`src/rtl/fir_pkg.sv`:
```
// Shared types and defaults for the FIR coefficient sequencer.
// State encoding, default sizes and counter-width helper.
package fir_pkg;

  typedef enum logic [2:0] {
    IDLE,
    LOAD,
    DRAIN,
    FLUSH,
    RUN
  } state_t;

  localparam int NTAPS_DEF = 32;
  localparam int TW_DEF    = 16;
  localparam int IW_DEF    = 16;

  function automatic int cw_f(input int n);
    return $clog2(n + 1);
  endfunction

endpackage

```
`src/rtl/fir_coeff_sequencer.sv`:
```
// Sequences coefficient load, delay-line flush and live sample gating
// for one FIR tap chain; sole driver of the chain's h/hr/CE inputs.
module fir_coeff_sequencer
  import fir_pkg::*;
#(
  parameter int TW    = TW_DEF,
  parameter int IW    = IW_DEF,
  parameter int NTAPS = NTAPS_DEF
) (
  input  logic          i_clk,
  input  logic          reset,
  input  logic          s_coeff_valid,
  output logic          s_coeff_ready,
  input  logic [TW-1:0] s_coeff_data,
  input  logic          s_coeff_last,
  input  logic          i_sample_valid,
  input  logic [IW-1:0] i_sample,
  output logic [IW-1:0] o_sample,
  output logic          o_sample_ce,
  output logic [TW-1:0] o_h,
  output logic          o_hr,
  output logic          o_busy,
  output logic          o_ready_run,
  output logic          o_err
);

  localparam int CW = cw_f(NTAPS);
  localparam logic [CW-1:0] LAST_IDX = CW'(NTAPS - 1);
  localparam logic [CW-1:0] FULL     = CW'(NTAPS);

  state_t        state;
  state_t        state_d;
  logic [CW-1:0] cnt;
  logic [CW-1:0] cnt_d;
  logic [CW-1:0] idx;
  logic [TW-1:0] h_d;
  logic [IW-1:0] smp_d;
  logic          hr_d;
  logic          ce_d;
  logic          err_d;
  logic          accept;

  // A beat arriving from IDLE or RUN is always beat 0 of a new set
  assign idx    = (state == LOAD) ? cnt : '0;
  assign accept = s_coeff_valid & s_coeff_ready;

  // Handshake and status flags decoded from the current state
  always_comb begin
    s_coeff_ready = 1'b0;
    o_busy        = 1'b0;
    o_ready_run   = 1'b0;
    unique case (state)
      IDLE:  s_coeff_ready = 1'b1;
      LOAD: begin
        s_coeff_ready = 1'b1;
        o_busy        = 1'b1;
      end
      DRAIN: begin
        s_coeff_ready = 1'b1;
        o_busy        = 1'b1;
      end
      FLUSH: o_busy = 1'b1;
      RUN: begin
        s_coeff_ready = !i_sample_valid;
        o_ready_run   = 1'b1;
      end
      default: ;
    endcase
  end

  // Next state, beat/flush counter and next values of registered outputs
  always_comb begin
    state_d = state;
    cnt_d   = cnt;
    h_d     = o_h;
    hr_d    = 1'b0;
    ce_d    = 1'b0;
    smp_d   = '0;
    err_d   = o_err;
    unique case (state)
      IDLE, LOAD, RUN: begin
        if (state == RUN) begin
          ce_d  = i_sample_valid;
          smp_d = i_sample;
        end
        if (accept) begin
          h_d   = s_coeff_data;
          hr_d  = 1'b1;
          cnt_d = '0;
          if (s_coeff_last) begin
            err_d = (idx != LAST_IDX);
            if (idx == LAST_IDX) state_d = FLUSH;
            else                 state_d = IDLE;
          end else if (idx == LAST_IDX) begin
            err_d   = 1'b1;
            state_d = DRAIN;
          end else begin
            state_d = LOAD;
            cnt_d   = (idx == FULL) ? idx : idx + CW'(1);
          end
        end
      end
      DRAIN: begin
        if (accept && s_coeff_last) state_d = IDLE;
      end
      FLUSH: begin
        ce_d = 1'b1;
        if (cnt == LAST_IDX) begin
          state_d = RUN;
          cnt_d   = '0;
        end else begin
          cnt_d = (cnt == FULL) ? cnt : cnt + CW'(1);
        end
      end
      default: state_d = IDLE;
    endcase
  end

  // State and output registers; reset discards any partial set
  always_ff @(posedge i_clk or posedge reset) begin
    if (reset) begin
      state       <= IDLE;
      cnt         <= '0;
      o_h         <= '0;
      o_hr        <= 1'b0;
      o_sample_ce <= 1'b0;
      o_sample    <= '0;
      o_err       <= 1'b0;
    end else begin
      state       <= state_d;
      cnt         <= cnt_d;
      o_h         <= h_d;
      o_hr        <= hr_d;
      o_sample_ce <= ce_d;
      o_sample    <= smp_d;
      o_err       <= err_d;
    end
  end

  hr_ce_excl: assert property (
    @(posedge i_clk) disable iff (reset) !(o_hr && o_sample_ce)
  );

endmodule

```
`config.mk`:
```
export PLATFORM = sky130hd
export DESIGN_NAME = fir_coeff_sequencer
export DESIGN_NICKNAME = d
export VERILOG_FILES = /design/src/rtl/fir_pkg.sv /design/src/rtl/fir_coeff_sequencer.sv
export SDC_FILE = /design/constraint.sdc
export NUM_CORES = 1
export LEC_CHECK = 0
export CORE_MARGIN = 3
export CORE_UTILIZATION = 45
export CTS_BUF_LIST = sky130_fd_sc_hd__clkbuf_4 sky130_fd_sc_hd__clkbuf_8
export DETAILED_ROUTE_END_ITERATION = 16
export PLACE_DENSITY = 0.85
export REMOVE_ABC_BUFFERS = 1
export SLEW_MARGIN = 10
export SYNTH_ARGS = -nofsm -noshare
export SYNTH_HDL_FRONTEND = slang
export SYNTH_SLANG_ARGS = --single-unit
```
`constraint.sdc`:
```
create_clock -name i_clk -period 3.05 [get_ports i_clk]
set_clock_uncertainty 0.1 [all_clocks]
set_input_delay 0.61 -clock i_clk [delete_from_list [all_inputs] [get_ports i_clk]]
set_output_delay 0.61 -clock i_clk [all_outputs]
set_load 0.02 [all_outputs]
```
==> key figures, run 1 <==
Outcome
  – Status: completed

CTS
  – Hold_buf cts: 0
  – TritonCTS clock tree: done
  – Deepest clock path buffer count: 2
  – CTS clock-pin slew for the worst setup and hold paths: approximately 80 ps
  – CTS Buf Count: 5
  – Number of post-CTS setup repair buffers: 0
  – Clock latency on the worst-skew pair: between 200 and 300 ps
  – Clock root buffer: sky130_fd_sc_hd__clkbuf_8
  – TritonCTS sink count: 44
  – Cts repair resizes: 0
  – H-tree levels: 2

Critical path
  – Most frequent cell on the critical path: sky130_fd_sc_hd__clkdlybuf4s50_1
  – Buf/Inv on CP: 2
  – Cell-by-cell trace of the critical path: clkdlybuf4s50_1 -> o21a_1 -> o22ai_1 -> clkdlybuf4s50_1
  – Worst path top cell family by delay: buffers and inverters
  – Nature of the critical path startpoint: primary input
  – Critical-path top delay cell: sky130_fd_sc_hd__clkdlybuf4s50_1
  – Delay of the slowest critical-path stage: 660 ps
  – Req. time, crit path: around 2300 ps
  – Data arrival time at the worst-slack endpoint: 2110 ps
  – Worst Setup Path Type: in -> out
  – Worst Setup End Kind: output pin
  – Largest driver fanout on the critical path: 3

Final layout
  – Most frequent standard cell in the layout excluding fill and tap cells: sky130_fd_sc_hd__clkdlybuf4s50_1
  – Area added between synthesis and finish: 44.9%
  – Final instance area: about 0.0029 sq mm
  – Layout cells sized above 1: 0.0542
  – Nets: 319
  – Commonest cells after routing, fill and taps aside: sky130_fd_sc_hd__clkdlybuf4s50_1 (74), sky130_fd_sc_hd__nand2_1 (60), sky130_fd_sc_hd__dfrtp_1 (44)
  – Number of antenna diodes: 0
  – Final-layout fill cell count: approximately 320

Drt
  – TritonRoute pass-1 iters: 4
  – Number of vias after detailed routing: between 1500 and 2000
  – Routed wire length: around 4500 um
  – Number of DRC violations after detailed-routing iteration 0: 113
  – Routed via count divided by cell count: between 5 and 6
  – Remaining antenna violation count: 0
  – Final routed DRC violation total: 0
  – Drt wl/cell: 13.8 um

Die
  – Overall die width: between 70 and 80 um
  – Row count: 23
  – Die Outline Area: roughly 0.0052 sq mm
  – Placeable core region: about 0.004 sq mm
  – Vertical die dimension: approximately 72 um
  – Top-level port count: 75
  – Starting utilization of the core area: 0.479

Synth
  – Number of different library cells in the post-synthesis netlist: 35
  – Synthesized area per cell: about 9.8 sq um
  – Share of flip-flops with an asynchronous set or reset: 1.00
  – EDFF count, synth: 0
  – Warning count from the yosys run: 0
  – Netlist Area Pre-Place: between 0.0015 and 0.002 sq mm
  – Fraction of the yosys area taken by sequential cells: 0.559
  – Flops & latches, synth: between 40 and 50
  – Post-Synthesis Cells: about 200
  – Most used flip-flop cell after synthesis: sky130_fd_sc_hd__dfrtp_1

Timing
  – Finish-stage setup viols: 0
  – Top achievable clock speed: between 300 and 400 MHz
  – Setup total negative slack: 0 ps
  – Worst max-slew margin expressed relative to the limit: 0.646
  – Final critical-path share of the clock period: 0.924
  – Number of max-slew violations in the final report: 0
  – Time the final worst path needs with I/O delays and setup: 2820 ps
  – Tightest Pin Transition: approximately 530 ps
  – Final hold vios: 0
  – Setup repair after global routing missed its margin: no

Power
  – Clock network fraction of total power: 0.305
  – Comb pwr share: 0.178
  – Cell Int Power: 0.920 mW
  – Relative contribution of sequential cells to total power: 0.517
  – Leakage: around 1.4 nW
  – Power density cells: ~440 mW/mm^2
  – Switching portion of total power: 0.261
  – Switching power summed over all nets: between 0.3 and 0.4 mW
  – Max IR drop VDD: about 0.00027 V

Global routing
  – Total GRT Usage: 0.183
  – Maximum number of pins on one net before global-route repair: 45
  – Global route total overflow: 0
  – Wire length of the first global-routing pass: 7400 um
  – Via count of the first global-routing pass: ~1600
  – Number of antenna violations at the first check in global routing: 0

Run
  – Max cap viols: 0

Placed design
  – DP HPWL: 3280 um
  – Gp weighted congestion: 0.840
  – Placed Instance Area: approximately 0.0028 sq mm
  – Input/output buffers: 74

Hold path
  – Type of the most critical hold path: reg -> reg
Yosys cell counts, drive strengths merged, types with 4 or more instances:
| library cell | n | area, sq um |
|---|---|---|
| inv | 7 | 26.3 |
| a21oi | 10 | 50.1 |
| and3 | 18 | 113 |
| buf | 6 | 30.0 |
| clkbuf | 4 | 16.3 |
| ha | 6 | 75.1 |
| nor2 | 7 | 26.3 |
| nand2 | 60 | 225 |
| dfrtp | 44 | 1100 |
| o21ai | 5 | 25.0 |
routing by layer:
metal	track usage	wire length (um)	vias up
met4	0.0585	73	0
met3	0.0623	383	9
met1	0.216	1840	771
met5	0	0	-
li1	-	-	825
met2	0.314	2220	61
worst register-to-register path: stages (launching register included):
cell                        delay (ps)
sky130_fd_sc_hd__dfrtp_1           500
sky130_fd_sc_hd__nand2b_1          310
sky130_fd_sc_hd__nor2_1            170
sky130_fd_sc_hd__nand2_1            70
sky130_fd_sc_hd__ha_1              260
sky130_fd_sc_hd__a2111oi_4         430
sky130_fd_sc_hd__a32o_1            230
sky130_fd_sc_hd__a21oi_1            60
sky130_fd_sc_hd__a31oi_1           160
flip-flops by register name, indices dropped and copies added (netlist names):
signal	count
cnt	6
o_h	16
o_sample_ce	1
o_hr	1
o_err	1
o_sample	16
state	3
metrics by stage:
stage                     power (mW)  cells  setup slack [ps]  utilization  hold WS (ps)
after floorplan                0.755    191               863            -           442
after global placement         0.871    319               297        0.670           357
after detailed placement       0.879    319               302        0.670           362
after CTS                       1.26    327               210        0.694           382
after global routing            1.31    327               133        0.694           407
final                           1.25    327               231        0.694           377
final timing paths:
path,from,to,slack [ps],depth (start not counted)
min,o_h[10]$_DFFE_PP0P_,o_h[10]$_DFFE_PP0P_,380,2
min in group asynchronous,reset,o_h[10]$_DFFE_PP0P_,660,3
max in group asynchronous,reset,cnt[3]$_DFFE_PP0P_,1830,3
max,i_sample_valid,s_coeff_ready,230,4
min reg2reg,o_h[10]$_DFFE_PP0P_,o_h[10]$_DFFE_PP0P_,380,2
max reg2reg,state[2]$_DFFE_PP0P_,cnt[2]$_DFFE_PP0P_,670,8
cell type report:
type / count / area (sq um) / share of cell area
clock buffers: 7 / 90.1 / 0.0316
clock inverters: 1 / 7.51 / 0.00263
inverters: 8 / 30.0 / 0.0105
multi-input cells: 139 / 793 / 0.278
flip-flops and latches: 44 / 1100 / 0.386
well taps: 50 / 62.6 / 0.0219
repair buffers: 78 / 771 / 0.270
logic make-up (layout without fill, tap and decap cells):
kind of cell,Yosys count,after routing,share of synthesized area
flip-flops,44,44,0.559
buffers and inverters,18,94,0.0387
adder cells (fa/ha/maj),6,6,0.0381
AO/OA/AOI/OAI,34,34,0.124
AND/OR/NAND/NOR,99,99,0.240
power groups by stage:
stage	Sequential, mW	Clock, mW	Combinational (mW)
2_1_floorplan	0.678	0	0.0769
5_1_grt	0.649	0.419	0.245
4_1_cts	0.644	0.390	0.224
3_5_place_dp	0.656	0	0.223
6_report	0.644	0.380	0.221
3_3_place_gp	0.653	0	0.217
(Power assumes the default switching activity.)
==> inputs of run 2 (changes only) <==
Settings changed: CAP_MARGIN from default to 30.
==> results of run 2 <==
Same layout as run 1: the final DEF is identical, and so are final timing and power.
